===== config.mk =====
export PLATFORM = sky130hd
export DESIGN_NAME = sinkin_ctrl_2bit
export DESIGN_NICKNAME = d
export VERILOG_FILES = /design/src/rtl/ssd_ctrl_pkg.sv /design/src/rtl/sym_packer_2bit.sv /design/src/rtl/sinkin_ctrl_2bit.sv
export SDC_FILE = /design/constraint.sdc
export NUM_CORES = 1
export LEC_CHECK = 0
export ABC_AREA = 1
export CORE_ASPECT_RATIO = 0.6
export CORE_MARGIN = 1
export CORE_UTILIZATION = 50
export DETAILED_ROUTE_END_ITERATION = 16
export PLACE_DENSITY = 0.76
export REMOVE_ABC_BUFFERS = 1
export SYNTH_ARGS = -nofsm -noshare
export SYNTH_HDL_FRONTEND = slang
export SYNTH_HIERARCHICAL = 1
export SYNTH_SLANG_ARGS = --single-unit

===== constraint.sdc =====
create_clock -name clk -period 2.6 [get_ports clk]
set_input_delay 0.78 -clock clk [delete_from_list [all_inputs] [get_ports clk]]
set_output_delay 0.78 -clock clk [all_outputs]
set_load 0.02 [all_outputs]

===== src/rtl/ssd_ctrl_pkg.sv =====
// Shared definitions for the 2-bit burst stream controllers: FSM encoding, symbol geometry
// and the byte-length to symbol-count conversion.
package ssd_ctrl_pkg;

  localparam int unsigned SYM_W         = 2;
  localparam int unsigned SYMS_PER_BYTE = 4;

  typedef enum logic [1:0] {
    StIdle    = 2'd0,
    StHunt    = 2'd1,
    StRecvPos = 2'd2,
    StRecvNeg = 2'd3
  } state_e;

  // Four 2-bit symbols per byte; the top two length bits cannot be represented.
  function automatic logic [31:0] len_to_syms(input logic [31:0] x);
    return {x[29:0], 2'b00};
  endfunction

endpackage


===== src/rtl/sym_packer_2bit.sv =====
// Shifts 2-bit symbols MSB-first into bytes; byte_rdy pulses combinationally with the
// fourth pushed symbol, and byte_data carries the completed byte in that cycle.
module sym_packer_2bit
  import ssd_ctrl_pkg::*;
(
  input  logic             clk,
  input  logic             nRST,
  input  logic             clr,
  input  logic             push,
  input  logic [SYM_W-1:0] sym,
  output logic             byte_rdy,
  output logic [7:0]       byte_data
);

  localparam int unsigned ShiftW = SYM_W * (SYMS_PER_BYTE - 1);

  logic [ShiftW-1:0] shift_q;
  logic [1:0]        cnt_q;

  assign byte_rdy  = push && !clr && (cnt_q == 2'(SYMS_PER_BYTE - 1));
  assign byte_data = {shift_q, sym};

  always_ff @(posedge clk or negedge nRST) begin
    if (!nRST) begin
      shift_q <= '0;
      cnt_q   <= '0;
    end else if (clr) begin
      shift_q <= '0;
      cnt_q   <= '0;
    end else if (push) begin
      shift_q <= {shift_q[ShiftW-SYM_W-1:0], sym};
      cnt_q   <= cnt_q + 2'd1;
    end
  end

endmodule


===== src/rtl/sinkin_ctrl_2bit.sv =====
// Receive-side controller for the 2-bit burst stream: burst/gap synchronisation, byte
// packing with an overflow gate, length/gap checking, lock tracking and status counters.
module sinkin_ctrl_2bit
  import ssd_ctrl_pkg::*;
#(
  parameter logic [14:0] FIFO_HIGH   = 15'd30000,
  parameter int unsigned LOCK_FRAMES = 4
) (
  input  logic        clk,
  input  logic        nRST,
  input  logic [31:0] data_length,
  input  logic [31:0] blank_length,
  input  logic        data_en,
  input  logic [1:0]  data_in,
  input  logic [14:0] fifo_wrusedw,
  input  logic        fifo_full,
  output logic        fifo_wrreq,
  output logic [7:0]  fifo_data,
  output logic        locked,
  output logic [31:0] frame_cnt,
  output logic [15:0] len_err_cnt,
  output logic [15:0] gap_err_cnt,
  output logic [15:0] ovf_cnt
);

  logic        en_r;
  logic [1:0]  sym_r;
  state_e      state_q, state_d;
  logic [31:0] pos_num_q, pos_num_d;
  logic [31:0] neg_num_q, neg_num_d;
  logic [31:0] sym_cnt_q, sym_cnt_d;
  logic [31:0] gap_cnt_q, gap_cnt_d;
  logic        seen_low_q, seen_low_d;
  logic        gap_bad_q, gap_bad_d;
  logic        push, clr, good_frame, len_err, gap_err;
  logic        byte_rdy, blocked;
  logic [7:0]  byte_data;
  logic [31:0] lock_cnt_q;
  logic        wrreq_q;
  logic [7:0]  data_q;
  logic [31:0] frame_cnt_q;
  logic [15:0] len_err_q, gap_err_q, ovf_q;

  always_ff @(posedge clk or negedge nRST) begin
    if (!nRST) begin
      en_r  <= 1'b0;
      sym_r <= '0;
    end else begin
      en_r  <= data_en;
      sym_r <= data_in;
    end
  end

  always_comb begin
    state_d    = state_q;
    pos_num_d  = pos_num_q;
    neg_num_d  = neg_num_q;
    sym_cnt_d  = sym_cnt_q;
    gap_cnt_d  = gap_cnt_q;
    seen_low_d = seen_low_q;
    gap_bad_d  = gap_bad_q;
    push       = 1'b0;
    clr        = 1'b0;
    good_frame = 1'b0;
    len_err    = 1'b0;
    gap_err    = 1'b0;
    unique case (state_q)
      StIdle: begin
        pos_num_d  = len_to_syms(data_length);
        neg_num_d  = len_to_syms(blank_length);
        clr        = 1'b1;
        seen_low_d = 1'b0;
        if (pos_num_d != 32'd0) state_d = StHunt;
      end
      StHunt: begin
        if (!en_r) begin
          seen_low_d = 1'b1;
          clr        = 1'b1;
        end else if (seen_low_q) begin
          push      = 1'b1;
          sym_cnt_d = 32'd1;
          gap_bad_d = 1'b0;
          state_d   = StRecvPos;
        end else begin
          clr = 1'b1;
        end
      end
      StRecvPos: begin
        if (en_r) begin
          if (sym_cnt_q == pos_num_q) begin
            len_err    = 1'b1;
            clr        = 1'b1;
            seen_low_d = 1'b0;
            state_d    = StHunt;
          end else begin
            push = 1'b1;
            // Continuous stream: frame boundary is the last symbol, not a falling edge.
            if (neg_num_q == 32'd0 && sym_cnt_q == pos_num_q - 32'd1) begin
              good_frame = 1'b1;
              sym_cnt_d  = 32'd0;
            end else begin
              sym_cnt_d = sym_cnt_q + 32'd1;
            end
          end
        end else begin
          if (sym_cnt_q == pos_num_q) good_frame = 1'b1;
          else if (sym_cnt_q != 32'd0) len_err = 1'b1;
          clr       = 1'b1;
          gap_cnt_d = 32'd1;
          state_d   = StRecvNeg;
        end
      end
      StRecvNeg: begin
        if (!en_r) begin
          if (gap_cnt_q != '1) gap_cnt_d = gap_cnt_q + 32'd1;
        end else begin
          gap_err   = (gap_cnt_q != neg_num_q);
          gap_bad_d = gap_err;
          push      = 1'b1;
          sym_cnt_d = 32'd1;
          state_d   = StRecvPos;
        end
      end
      default: state_d = StIdle;
    endcase
  end

  always_ff @(posedge clk or negedge nRST) begin
    if (!nRST) begin
      state_q    <= StIdle;
      pos_num_q  <= '0;
      neg_num_q  <= '0;
      sym_cnt_q  <= '0;
      gap_cnt_q  <= '0;
      seen_low_q <= 1'b0;
      gap_bad_q  <= 1'b0;
    end else begin
      state_q    <= state_d;
      pos_num_q  <= pos_num_d;
      neg_num_q  <= neg_num_d;
      sym_cnt_q  <= sym_cnt_d;
      gap_cnt_q  <= gap_cnt_d;
      seen_low_q <= seen_low_d;
      gap_bad_q  <= gap_bad_d;
    end
  end

  sym_packer_2bit u_packer (
    .clk      (clk),
    .nRST     (nRST),
    .clr      (clr),
    .push     (push),
    .sym      (sym_r),
    .byte_rdy (byte_rdy),
    .byte_data(byte_data)
  );

  assign blocked = fifo_full || (fifo_wrusedw >= FIFO_HIGH);

  always_ff @(posedge clk or negedge nRST) begin
    if (!nRST) begin
      wrreq_q     <= 1'b0;
      data_q      <= '0;
      ovf_q       <= '0;
      frame_cnt_q <= '0;
      len_err_q   <= '0;
      gap_err_q   <= '0;
      lock_cnt_q  <= '0;
    end else begin
      wrreq_q <= byte_rdy && !blocked;
      if (byte_rdy && !blocked) data_q <= byte_data;
      if (byte_rdy && blocked && ovf_q != '1) ovf_q <= ovf_q + 16'd1;
      if (good_frame && frame_cnt_q != '1) frame_cnt_q <= frame_cnt_q + 32'd1;
      if (len_err && len_err_q != '1) len_err_q <= len_err_q + 16'd1;
      if (gap_err && gap_err_q != '1) gap_err_q <= gap_err_q + 16'd1;
      // A frame following a bad gap is good for frame_cnt but does not build lock.
      if (len_err || gap_err) lock_cnt_q <= '0;
      else if (good_frame && !gap_bad_q && lock_cnt_q < LOCK_FRAMES)
        lock_cnt_q <= lock_cnt_q + 32'd1;
    end
  end

  assign fifo_wrreq  = wrreq_q;
  assign fifo_data   = data_q;
  assign locked      = (lock_cnt_q >= LOCK_FRAMES);
  assign frame_cnt   = frame_cnt_q;
  assign len_err_cnt = len_err_q;
  assign gap_err_cnt = gap_err_q;
  assign ovf_cnt     = ovf_q;

endmodule


==> run summary <==
The run gives 1 as the total number of H-tree levels. The tools report the kind of end point of the critical path as a flip-flop. Detailed placement ended at an HPWL of 42.5 mm.

After routing the design area is 0.0222 sq mm. The ratio of cells with drive above 1 in the final layout was 0.250. In the routed layout, each cell is associated on average with a via count of 5.60. The layout has 2308 filler cells. The signal on the critical path passes through buf_4 -> nor2_4 -> buf_4 -> nand2_1 -> nor2_1 -> nand2_1 -> nand2_1 -> nand2_1 -> nand2_1 -> nand3_1 -> nor2_1 -> nand2_2 -> nor2_2 -> nand4_1 -> nand2_1 -> nand4_1 -> nand2_1 -> nand2_1. Sorting the synthesized cells by area gives the leading types as sky130_fd_sc_hd__dfrtp_1 (42%), sky130_fd_sc_hd__nand2_1 (12%), sky130_fd_sc_hd__inv_1 (6.4%). The run finished, with violations left. The logs give 59 for the distinct cell type count after synthesis and 0.0197 sq mm for the placed instance area. For this run, the top clock speed supported by timing is 355 MHz.

The leading cell type by number of instances after synthesis is sky130_fd_sc_hd__nand2_1. After clock tree synthesis, the flow added hold-fix buffers numbering 0. The maximum number of pins on one net before global-route repair came out at 115. The detailed router placed 16800 vias in this run. Setup violations remaining at the end of the flow were counted as 78. In the final layout, the multi-input gates occupy 0.00874 sq mm. The horizontal extent of the die works out to 231 um. The number of antenna diodes in the final layout is 0. The setup slack after layout is -214 ps, and the share of async-settable or async-resettable flops after synthesis is 1.00. The analysis attributes to cell leakage a power of 10.2 nW.

The logs give 0 for the number of antenna violations at the first check in global routing and 0.0303 sq mm for the standard cell core area. The floorplan step set the die height to 139 um. The final layout contains 2666 nets. The synthesized design contains 260 register bits. Area growth from synthesis to final layout: 41.7%. Counting buffers and inverters, the worst setup path is 18 cells deep. The critical path is of the flip-flop to flip-flop type. On the worst path, the slowest cell contributes a delay of 450 ps.

The clock-pin slew on the worst setup and hold paths is 70 ps, and the average size of a mapped cell is 7.51 sq um. Share of Yosys cell area claimed by the top area cell type: 0.415. The nature of the critical path startpoint is a flip-flop.

The tools report the aggregate global-route resource usage as 0.345. During synthesis, Yosys emitted a total of 6 warnings. For the detailed-router iteration count before antenna repair, the log shows 8.

For the starting density of the core, the log shows 0.516. STA puts the critical path data required time at 3050 ps. The total power consumption of the routed design was 19.1 mW. The post-route clock skew was 22.2 ps.

The worst endpoint data arrival time is 3260 ps. The tools report the number of global-route vias before repair as 15700. The tools report the count of boundary I/O pins as 175. In the synthesized netlist the dominant register cell turns out to be sky130_fd_sc_hd__dfrtp_1.

Setup repair after global routing could not meet its margin everywhere. TritonCTS built the clock tree. The synthesized instance count came out at 2086. At the later pin of the worst-skew pair, clock insertion delay measures 570 ps. Power spread over the standard cell area amounts to 858 mW/mm^2.

The tools report the number of DRC violations after detailed routing as 0. The path class of the tightest hold or removal check is input port to async pin. The worst relative slew slack is 0.277, and the count of buffers inserted at the top-level ports is 166. The final reports fail on setup timing. The minimum period implied by the final worst setup slack was 2810 ps; the routability congestion estimate from global placement was 1.01.

The commonest cells after synthesis are sky130_fd_sc_hd__nand2_1 (484), sky130_fd_sc_hd__inv_1 (267), sky130_fd_sc_hd__nor2_1 (262). The slowest library cell on the worst path was sky130_fd_sc_hd__dfrtp_2. The run gives 0 as the final hold violation count. The pin slew with the least headroom to its limit works out to 1090 ps. The sequential cells in the finished layout cover a total of 0.00652 sq mm. The worst-case clock buffer depth is 3, and the largest fanout on the critical path is 5.

The die covers 0.0321 sq mm. The depth of the most critical reg-to-reg path was 18. By instance count, the cell type seen most on the critical path is sky130_fd_sc_hd__nand2_1. The run gives 0 as the remaining number of nets flagged by the antenna check after routing. In the final routed layout, each cell accounts on average for 19.2 um. CTS saw 260 sinks. On the critical path the largest part of the delay comes from simple AND/OR/NAND/NOR gates. The root buffer cell chosen for the clock tree is sky130_fd_sc_hd__clkbuf_16. The logs give 87.1 mm for the global-route wire length before repair and 0 for the final number of max-transition violations. The floorplan has 49 rows. The logs give 0.415 for the portion of the post-synthesis area used by sequential elements and 1809 for the DRC violation total after the first TritonRoute iteration. The number of buffer and inverter stages on the critical path was 2; the sum of overflow across all layers after global routing was 0. Counting flops with a built-in enable in the synthesized netlist gives 0. Wires add up to 57.6 mm. The final worst-path cycle share was 1.08; the number of maximum-capacitance constraint violations was 0. The worst-case IR drop observed on VDD is 644 uV.

TritonCTS created 27 clock buffers. The worst setup timing slack at the placement stage came out at -410 ps. The tools report the synthesized area as 0.0157 sq mm.

Library cell with the largest summed area after synthesis: sky130_fd_sc_hd__dfrtp_1.
-- layer usage --
| layer | share of wire | global-route usage | up-vias |
|---|---|---|---|
| li1 | - | - | 7753 |
| met1 | 0.45 | 0.531 | 7950 |
| met2 | 0.43 | 0.504 | 909 |
| met3 | 0.093 | 0.0530 | 142 |
| met4 | 0.027 | 0.0802 | 0 |
| met5 | 0 | 0 | - |
-- placed cells by master (no fill, tap or decap), types with 12 or more instances in the layout --
cell type and n:
sky130_fd_sc_hd__buf_4 290, sky130_fd_sc_hd__o21ai_2 13, sky130_fd_sc_hd__inv_2 21, sky130_fd_sc_hd__ha_1 13, sky130_fd_sc_hd__nand2_4 15, sky130_fd_sc_hd__nand3_1 109, sky130_fd_sc_hd__nor2_4 27, sky130_fd_sc_hd__nor2_2 31
sky130_fd_sc_hd__o31ai_1 13, sky130_fd_sc_hd__xnor2_1 46, sky130_fd_sc_hd__buf_6 31, sky130_fd_sc_hd__clkdlybuf4s50_1 164, sky130_fd_sc_hd__nand4_1 86, sky130_fd_sc_hd__mux2_2 17, sky130_fd_sc_hd__a21oi_1 25, sky130_fd_sc_hd__dfrtp_1 252
sky130_fd_sc_hd__nor4_1 37, sky130_fd_sc_hd__nor2_1 225, sky130_fd_sc_hd__nor3_1 58, sky130_fd_sc_hd__nand2_1 442, sky130_fd_sc_hd__clkbuf_16 28, sky130_fd_sc_hd__inv_1 258, sky130_fd_sc_hd__xor2_1 69, sky130_fd_sc_hd__xnor2_2 12
sky130_fd_sc_hd__o21ai_0 86, sky130_fd_sc_hd__nand2_2 36, sky130_fd_sc_hd__nand3_2 15
-- stage by stage --
stage	setup TNS, ps	utilization	cells	hold WS, ps
2_1_floorplan	-49590	-	2040	436
3_3_place_gp	-16530	0.649	2882	451
3_5_place_dp	-17770	0.649	2882	454
4_1_cts	-698	0.703	2968	113
5_1_grt	-18910	0.732	2993	138
6_report	-7610	0.732	2993	114
-- path summary, 6_finish.rpt --
path,to,slack (ps),start
min in group clk,u_packer/shift_q[5],470,u_packer/shift_q[5]
hold reg to reg,u_packer/shift_q[5],470,u_packer/shift_q[5]
setup reg to reg,frame_cnt[27],-210,pos_num_q[8]
max in group asynchronous,pos_num_q[8],1710,nRST
hold / removal,neg_num_q[10],110,nRST
setup / recovery,frame_cnt[27],-210,pos_num_q[8]
-- worst reg2reg max path, cell delays in order (launching register included) --
cell and delay [ps]:
sky130_fd_sc_hd__dfrtp_2 450, sky130_fd_sc_hd__buf_4 160, sky130_fd_sc_hd__nor2_4 160, sky130_fd_sc_hd__buf_4 140
sky130_fd_sc_hd__nand2_1 40, sky130_fd_sc_hd__nor2_1 180, sky130_fd_sc_hd__nand2_1 130, sky130_fd_sc_hd__nand2_1 120
sky130_fd_sc_hd__nand2_1 60, sky130_fd_sc_hd__nand2_1 70, sky130_fd_sc_hd__nand3_1 80, sky130_fd_sc_hd__nor2_1 160
sky130_fd_sc_hd__nand2_2 100, sky130_fd_sc_hd__nor2_2 140, sky130_fd_sc_hd__nand4_1 210, sky130_fd_sc_hd__nand2_1 130
sky130_fd_sc_hd__nand4_1 190, sky130_fd_sc_hd__nand2_1 120, sky130_fd_sc_hd__nand2_1 70
-- logic make-up (layout without fill, tap and decap cells) --
family                   Yosys count  count (layout)  share of synthesized area
flip-flops                       260             260                      0.415
adder cells (fa/ha/maj)           16              16                     0.0128
XOR/XNOR                         135             135                     0.0779
multiplexers                      20              20                     0.0144
buffers and inverters            334             833                     0.0839
AND/OR/NAND/NOR                 1126            1126                      0.324
AO/OA/AOI/OAI                    195             195                     0.0719
-- cell type report --
| class | instances | area share |
|---|---|---|
| multi-input cells | 1492 | 0.394 |
| flip-flops and latches | 260 | 0.293 |
| repair buffers | 495 | 0.196 |
| inverters | 288 | 0.0498 |
| clock buffers | 28 | 0.0306 |
| well taps | 408 | 0.0230 |
| clock inverters | 21 | 0.0130 |
| repair inverters | 1 | 0.000338 |
-- power breakdown --
| part | internal (mW) | switching (mW) |
|---|---|---|
| registers | 4.66 | 0.720 |
| clock network | 2.52 | 1.80 |
| logic | 4.00 | 5.36 |
-- flip-flops by register name, summed over array words and instances (netlist names), 6 cells and up --
register / count
lock_cnt_q: 32
gap_cnt_q: 32
frame_cnt: 32
sym_cnt_q: 32
neg_num_q: 30
u_packer/shift_q: 6
len_err_cnt: 16
ovf_cnt: 16
gap_err_cnt: 16
fifo_data: 8
pos_num_q: 30
-- repair_timing --
| action | 4_1_cts | 5_1_grt |
|---|---|---|
| endpoints found under the setup margin | 130 | 147 |
| gates cloned | 1 | 2 |
| pin swaps | 32 | 64 |
| buffers inserted | 36 | 26 |
| resized for setup | 111 | 178 |
(Power assumes the default switching activity.)
